==> src/rtl/conv_pkg.sv <==
`default_nettype none
// ============================================================================
//  Module   : conv_pkg
//  Brief    : Shared mode encodings, datapath widths and latency for the
//             convolution ALU pipeline.
//  Revision : 1.0 - initial release
// ============================================================================
package conv_pkg;

   // Output conditioning modes; code 3 is reserved and treated as saturate.
   localparam logic [1:0] c_mode_wrap    = 2'd0;
   localparam logic [1:0] c_mode_sat     = 2'd1;
   localparam logic [1:0] c_mode_abs_sat = 2'd2;

   // Beats emerge this many advancing cycles after acceptance.
   localparam int c_latency = 3;

   // Signed product of a zero-extended pixel and a signed coefficient.
   function automatic int prod_w(input int cw, input int kw);
      return cw + kw + 1;
   endfunction

   // Accumulator wide enough that summing every tap can never overflow.
   function automatic int sum_w(input int cw, input int kw, input int taps);
      return cw + kw + 1 + $clog2(taps);
   endfunction

endpackage
`default_nettype wire

==> src/rtl/conv_alu_lane.sv <==
`default_nettype none
// ============================================================================
//  Module   : conv_alu_lane
//  Brief    : One colour channel: per-tap products (S1), tap sum (S2), then
//             combinational shift-divide and wrap/saturate conditioning.
//  Revision : 1.0 - initial release
// ============================================================================
module conv_alu_lane
   import conv_pkg::*;
#(
   parameter int TAPS = 9,
   parameter int CW   = 4,
   parameter int KW   = 5,
   parameter int DIVW = 3
) (
   input  logic                 clk,
   input  logic                 en,
   input  logic [TAPS*CW-1:0]   pix,
   input  logic [TAPS*KW-1:0]   kernel,
   input  logic [DIVW-1:0]      div_s2,
   input  logic [1:0]           mode_s2,
   output logic [CW-1:0]        res
);

   localparam int c_pw = prod_w(CW, KW);
   localparam int c_sw = sum_w(CW, KW, TAPS);
   localparam logic signed [c_sw-1:0] c_max = c_sw'((1 << CW) - 1);

   logic signed [c_pw-1:0] w_pix_ext  [TAPS];
   logic signed [c_pw-1:0] w_coef_ext [TAPS];
   logic signed [c_pw-1:0] r_prod     [TAPS];
   logic signed [c_sw-1:0] w_sum;
   logic signed [c_sw-1:0] r_sum;
   logic signed [c_sw-1:0] w_shift;
   logic signed [c_sw-1:0] w_sel;

   // Both operands are brought to full product width so the multiply is exact.
   generate
      for (genvar t = 0; t < TAPS; t++) begin : g_tap
         assign w_pix_ext[t]  = {{(KW+1){1'b0}}, pix[t*CW +: CW]};
         assign w_coef_ext[t] = {{(CW+1){kernel[t*KW+KW-1]}}, kernel[t*KW +: KW]};
      end
   endgenerate

   // S1: register every tap product.
   always_ff @(posedge clk) begin
      if (en) begin
         for (int t = 0; t < TAPS; t++) begin
            r_prod[t] <= w_pix_ext[t] * w_coef_ext[t];
         end
      end
   end

   // Sign-extend each product into the accumulator and add them up.
   always_comb begin
      w_sum = '0;
      for (int t = 0; t < TAPS; t++) begin
         w_sum = w_sum + {{(c_sw-c_pw){r_prod[t][c_pw-1]}}, r_prod[t]};
      end
   end

   // S2: register the channel sum.
   always_ff @(posedge clk) begin
      if (en) begin
         r_sum <= w_sum;
      end
   end

   // Arithmetic shift floors toward minus infinity; ABS_SAT folds the sign first.
   always_comb begin
      w_shift = r_sum >>> div_s2;
      w_sel   = (mode_s2 == c_mode_abs_sat && w_shift[c_sw-1]) ? -w_shift : w_shift;
      res     = w_shift[CW-1:0];
      if (mode_s2 != c_mode_wrap) begin
         if (w_sel[c_sw-1]) begin
            res = '0;
         end else if (w_sel > c_max) begin
            res = '1;
         end else begin
            res = w_sel[CW-1:0];
         end
      end
   end

endmodule
`default_nettype wire

==> src/rtl/conv_alu_pipe.sv <==
`default_nettype none
// ============================================================================
//  Module   : conv_alu_pipe
//  Brief    : Three-stage convolution ALU with valid/ready handshake; one
//             conv_alu_lane per colour channel, per-beat divide and mode.
//  Revision : 1.0 - initial release
// ============================================================================
module conv_alu_pipe
   import conv_pkg::*;
#(
   parameter int TAPS = 9,
   parameter int NCH  = 3,
   parameter int CW   = 4,
   parameter int KW   = 5,
   parameter int DIVW = 3
) (
   input  logic                    clk,
   input  logic                    rst_n,
   input  logic                    in_valid,
   output logic                    in_ready,
   input  logic [TAPS*NCH*CW-1:0]  in_pix,
   input  logic [TAPS*KW-1:0]      in_kernel,
   input  logic [DIVW-1:0]         in_div,
   input  logic [1:0]              in_mode,
   output logic                    out_valid,
   input  logic                    out_ready,
   output logic [NCH*CW-1:0]       out_pix
);

   logic                w_en;
   logic                r_v1;
   logic                r_v2;
   logic                r_out_valid;
   logic [NCH*CW-1:0]   r_out_pix;
   logic [DIVW-1:0]     r_div1;
   logic [DIVW-1:0]     r_div2;
   logic [1:0]          r_mode1;
   logic [1:0]          r_mode2;
   logic [NCH*CW-1:0]   w_res;

   // The whole pipe moves together whenever the output slot is free or draining.
   assign w_en      = !r_out_valid || out_ready;
   assign in_ready  = w_en || !rst_n;
   assign out_valid = r_out_valid;
   assign out_pix   = r_out_pix;

   // Valid bits and the output register; reset drops anything in flight.
   always_ff @(posedge clk) begin
      if (!rst_n) begin
         r_v1        <= 1'b0;
         r_v2        <= 1'b0;
         r_out_valid <= 1'b0;
         r_out_pix   <= '0;
      end else if (w_en) begin
         r_v1        <= in_valid;
         r_v2        <= r_v1;
         r_out_valid <= r_v2;
         r_out_pix   <= w_res;
      end
   end

   // Divide and mode travel with their beat so settings can change per beat.
   always_ff @(posedge clk) begin
      if (w_en) begin
         r_div1  <= in_div;
         r_mode1 <= in_mode;
         r_div2  <= r_div1;
         r_mode2 <= r_mode1;
      end
   end

   generate
      for (genvar c = 0; c < NCH; c++) begin : g_lane
         logic [TAPS*CW-1:0] w_lane_pix;

         for (genvar t = 0; t < TAPS; t++) begin : g_tap
            assign w_lane_pix[t*CW +: CW] = in_pix[(t*NCH+c)*CW +: CW];
         end

         conv_alu_lane #(
            .TAPS (TAPS),
            .CW   (CW),
            .KW   (KW),
            .DIVW (DIVW)
         ) u_lane (
            .clk     (clk),
            .en      (w_en),
            .pix     (w_lane_pix),
            .kernel  (in_kernel),
            .div_s2  (r_div2),
            .mode_s2 (r_mode2),
            .res     (w_res[c*CW +: CW])
         );
      end
   endgenerate

endmodule
`default_nettype wire

==> config.mk <==
export PLATFORM = sky130hd
export DESIGN_NAME = conv_alu_pipe
export DESIGN_NICKNAME = d
export VERILOG_FILES = /design/src/rtl/conv_pkg.sv /design/src/rtl/conv_alu_lane.sv /design/src/rtl/conv_alu_pipe.sv
export SDC_FILE = /design/constraint.sdc
export NUM_CORES = 2
export LEC_CHECK = 0
export ABC_AREA = 1
export BUFFER_PORTS_ARGS = -buffer_cell sky130_fd_sc_hd__buf_4
export CAP_MARGIN = 10
export CORE_MARGIN = 3
export CORE_UTILIZATION = 30
export CTS_CLUSTER_DIAMETER = 80
export DETAILED_ROUTE_END_ITERATION = 12
export GPL_ROUTABILITY_DRIVEN = 0
export PLACE_DENSITY_LB_ADDON = 0.05
export SYNTH_ARGS = -nofsm -noshare
export SYNTH_HDL_FRONTEND = slang
export SYNTH_HIERARCHICAL = 1
export SYNTH_SLANG_ARGS = --single-unit
export TNS_END_PERCENT = 50
==> constraint.sdc <==
create_clock -name clk -period 23.1 [get_ports clk]
set_input_delay 2.31 -clock clk [delete_from_list [all_inputs] [get_ports clk]]
set_output_delay 2.31 -clock clk [all_outputs]
set_load 0.005 [all_outputs]
==> results.md <==
* Status: completed
* CTS buffer count at 51
* # Post-CTS Setup Buffers at 0
* # resized after CTS at 0
* Number of max-cap violations at 0
* Vias per inst at 4.17
* Syn Std Cell Area at 39,400 um2
* HP Class: reg2reg
* Slew HR at 38.2%
* Core area at 130,000 um2
* Final Hold Fails at 0
* Post-DP Area at 42,800 um2
* Synth cell types at 36
* First-pass GRT wire length at 170 mm
* Critical path required time at 20.79 ns
* CP max-delay cell: nor2_4
* Via count at 27,100
* Initial antenna violation count at 9
* Crit Path Category: in2out
* Final setup fails at 0
* Setup Skew at 0.0186 ns
* Register bit total from synthesis at 337
* H-tree Lvls at 2
* Worst slack, placed at 17.09 ns
* # IOs at 176
* Pin count of the biggest net entering global routing at 97
* Clock buffer depth at 3
* CTS tree: yes
* Drt first pass iters at 4
* Nets at 5,909
* Most used cell along the critical path: buf_4
* Startpoint types: input port
* Final instance area at 44,600 um2
* Most common cell after layout, fill and taps aside: inv_1
* Top delay family on crit path: simple AND/OR/NAND/NOR gates
* Syn avg cell area at 8.72 um2
* Worst setup EP type: output pin
* Cts hold-fix bufs at 0
* Setup TNS at 0 ns
* TritonCTS sink count at 337
* PortBufs at 175
* Tcrit/Tclk final at 23.4%
* Die span in y at 368 um
* Share of cells above drive strength 1 at 7.51%
* Final global-route overflow total at 0
* Cell Rows at 132
* Worst EP arrival at 3.10 ns
* Top cell type by total area after synthesis: edfxtp_1
* Detailed Place HPWL at 92.8 mm
* Initial DRC count at 1,312
* Synth top area cells: edfxtp_1, fa_1, ha_1, inv_1, nand2_1
* Initial Util at 30.3%
* Most frequent cells in the layout: inv_1, nand2_1, ha_1, fa_1, edfxtp_1
* Full die area at 136,000 um2
* Slowest stage delay, CP at 0.37 ns
* Filler cell count at 13,800
* Die Wd at 368 um
* Sequential area share after synthesis at 25.3%
* Root buffer cell: clkbuf_16
* GRT Util Overall at 16.5%
* DR WL/cell at 16.7 um
* Pins over their slew limit at 0
* Clock Latency Late Sink at 0.62 ns
* Critical-path maximum fanout at 16
* Post-Syn Nets at 5,698
* Clk slew on worst S/H paths at 0.06 ns
* Layout area overhead at 13.1%
* RSZ-0062 raised after global routing: false
* Top-area cell type share of the netlist area at 24.6%
* Vias in the first global route at 28,400
* # DRC at 0
* Fmax at 0.185 GHz
* CP bufs+invs at 2
* Critical Path, Cell by Cell: buf_4 -> nor2_4 -> nand2_1 -> buf_4
* Fin crit period at 5.41 ns
* YS warnings at 6
* Actual slew at the worst max-slew pin at 0.924 ns
* Drt total wl at 109 mm
* Mapped Cells at 4,516
* Final setup margin at 17.69 ns
* ANT nets after route at 0
==> metal layers <==
layer / vias up / part of all wire, % / GRT usage, %
li1: 14000 / - / -
met1: 12800 / 50 / 23.7
met2: 281 / 45 / 26.7
met3: 76 / 3.0 / 1.85
met4: 2 / 1.5 / 3.07
met5: - / 0.0092 / 0
==> state kept, by name, summed over array words and instances, names as in the netlist <==
| register | cells |
|---|---|
| g_lane.u_lane/r_sum | 42 |
| out_pix | 12 |
| r_mode2 | 2 |
| r_mode1 | 2 |
| r_div1 | 3 |
| r_v1 | 1 |
| r_div2 | 3 |
| r_v2 | 1 |
| out_valid | 1 |
| g_lane.u_lane/r_prod | 270 |
==> layout make-up <==
cell class / count / area [um2] / area share [%]
diodes: 5 / 12.5 / 0.0281
flip-flops and latches: 337 / 9970 / 22.4
repair buffers: 184 / 1380 / 3.10
well taps: 1742 / 2180 / 4.89
clock buffers: 55 / 1290 / 2.90
clock inverters: 40 / 460 / 1.03
inverters: 1376 / 5170 / 11.6
multi-input cells: 2777 / 24100 / 54.1
==> stage by stage <==
step	cells	hold WS [ns]	utilization, %
2_1_floorplan	4516	0.400	-
3_3_place_gp	6416	0.405	32.9
3_5_place_dp	6416	0.407	32.9
4_1_cts	6511	0.421	34.3
5_1_grt	6512	0.431	34.3
6_report	6516	0.421	34.3
==> kinds of logic (layout without fill, tap and decap cells) <==
| group | count (synthesis) | in the layout | share of synthesized area [%] |
|---|---|---|---|
| simple gates | 1381 | 1381 | 14.3 |
| flops | 337 | 337 | 25.3 |
| other cells | 0 | 5 | 0 |
| compound gates | 199 | 199 | 2.76 |
| fa+ha+maj | 1020 | 1020 | 40.2 |
| buf+inv | 1402 | 1655 | 13.5 |
| xor+xnor | 177 | 177 | 3.94 |
==> synthesized netlist by cell type <==
library cell,instances
o31ai_1,1
edfxtp_1,322
o21ai_0,70
buf_6,4
ha_1,612
buf_4,3
nand3_1,130
o211ai_1,1
clkinv_1,1
o21ai_1,1
nor2_4,2
nand2_2,23
a211oi_1,27
o22ai_1,3
inv_1,1370
a21oi_1,92
nor3_1,4
dfxtp_1,15
nand4_1,6
nor2_2,4
nand3b_1,2
nor3_2,1
inv_2,5
and2_1,1
nor2_1,218
o221ai_1,3
nand3_2,7
nand2_1,935
buf_1,2
fa_1,408
buf_2,15
clkbuf_1,2
xor2_1,109
o2111ai_1,1
xnor2_1,68
or2_2,48
==> final timing paths <==
path,slack (ns),endpoint,depth (start not counted),start
worst max register to register,17.97,g_lane[1].u_lane/r_sum[12],20,g_lane[1].u_lane/r_prod[0][42]
worst min-delay path,0.42,r_div2[1],0,r_div1[1]
worst min register to register,0.42,r_div2[1],0,r_div1[1]
worst max-delay path,17.69,in_ready,4,out_ready
==> worst register-to-register path, cell delays in order (launching register included) <==
cell and delay, ns:
edfxtp_1 0.39, inv_1 0.08, fa_1 0.55, inv_1 0.07, fa_1 0.55, fa_1 0.57
inv_1 0.05, fa_1 0.46, inv_1 0.07, ha_1 0.18, inv_1 0.08, fa_1 0.41
o21ai_0 0.32, nand3_1 0.12, nand2_1 0.12, nand3_1 0.07, nand2_1 0.10, a21oi_1 0.07
nor2_1 0.10, nor2_1 0.06, xor2_1 0.43
Power is left out: the tool's default activity adds up to more than one toggle a clock period on the data nets, which glitch-free logic cannot reach.
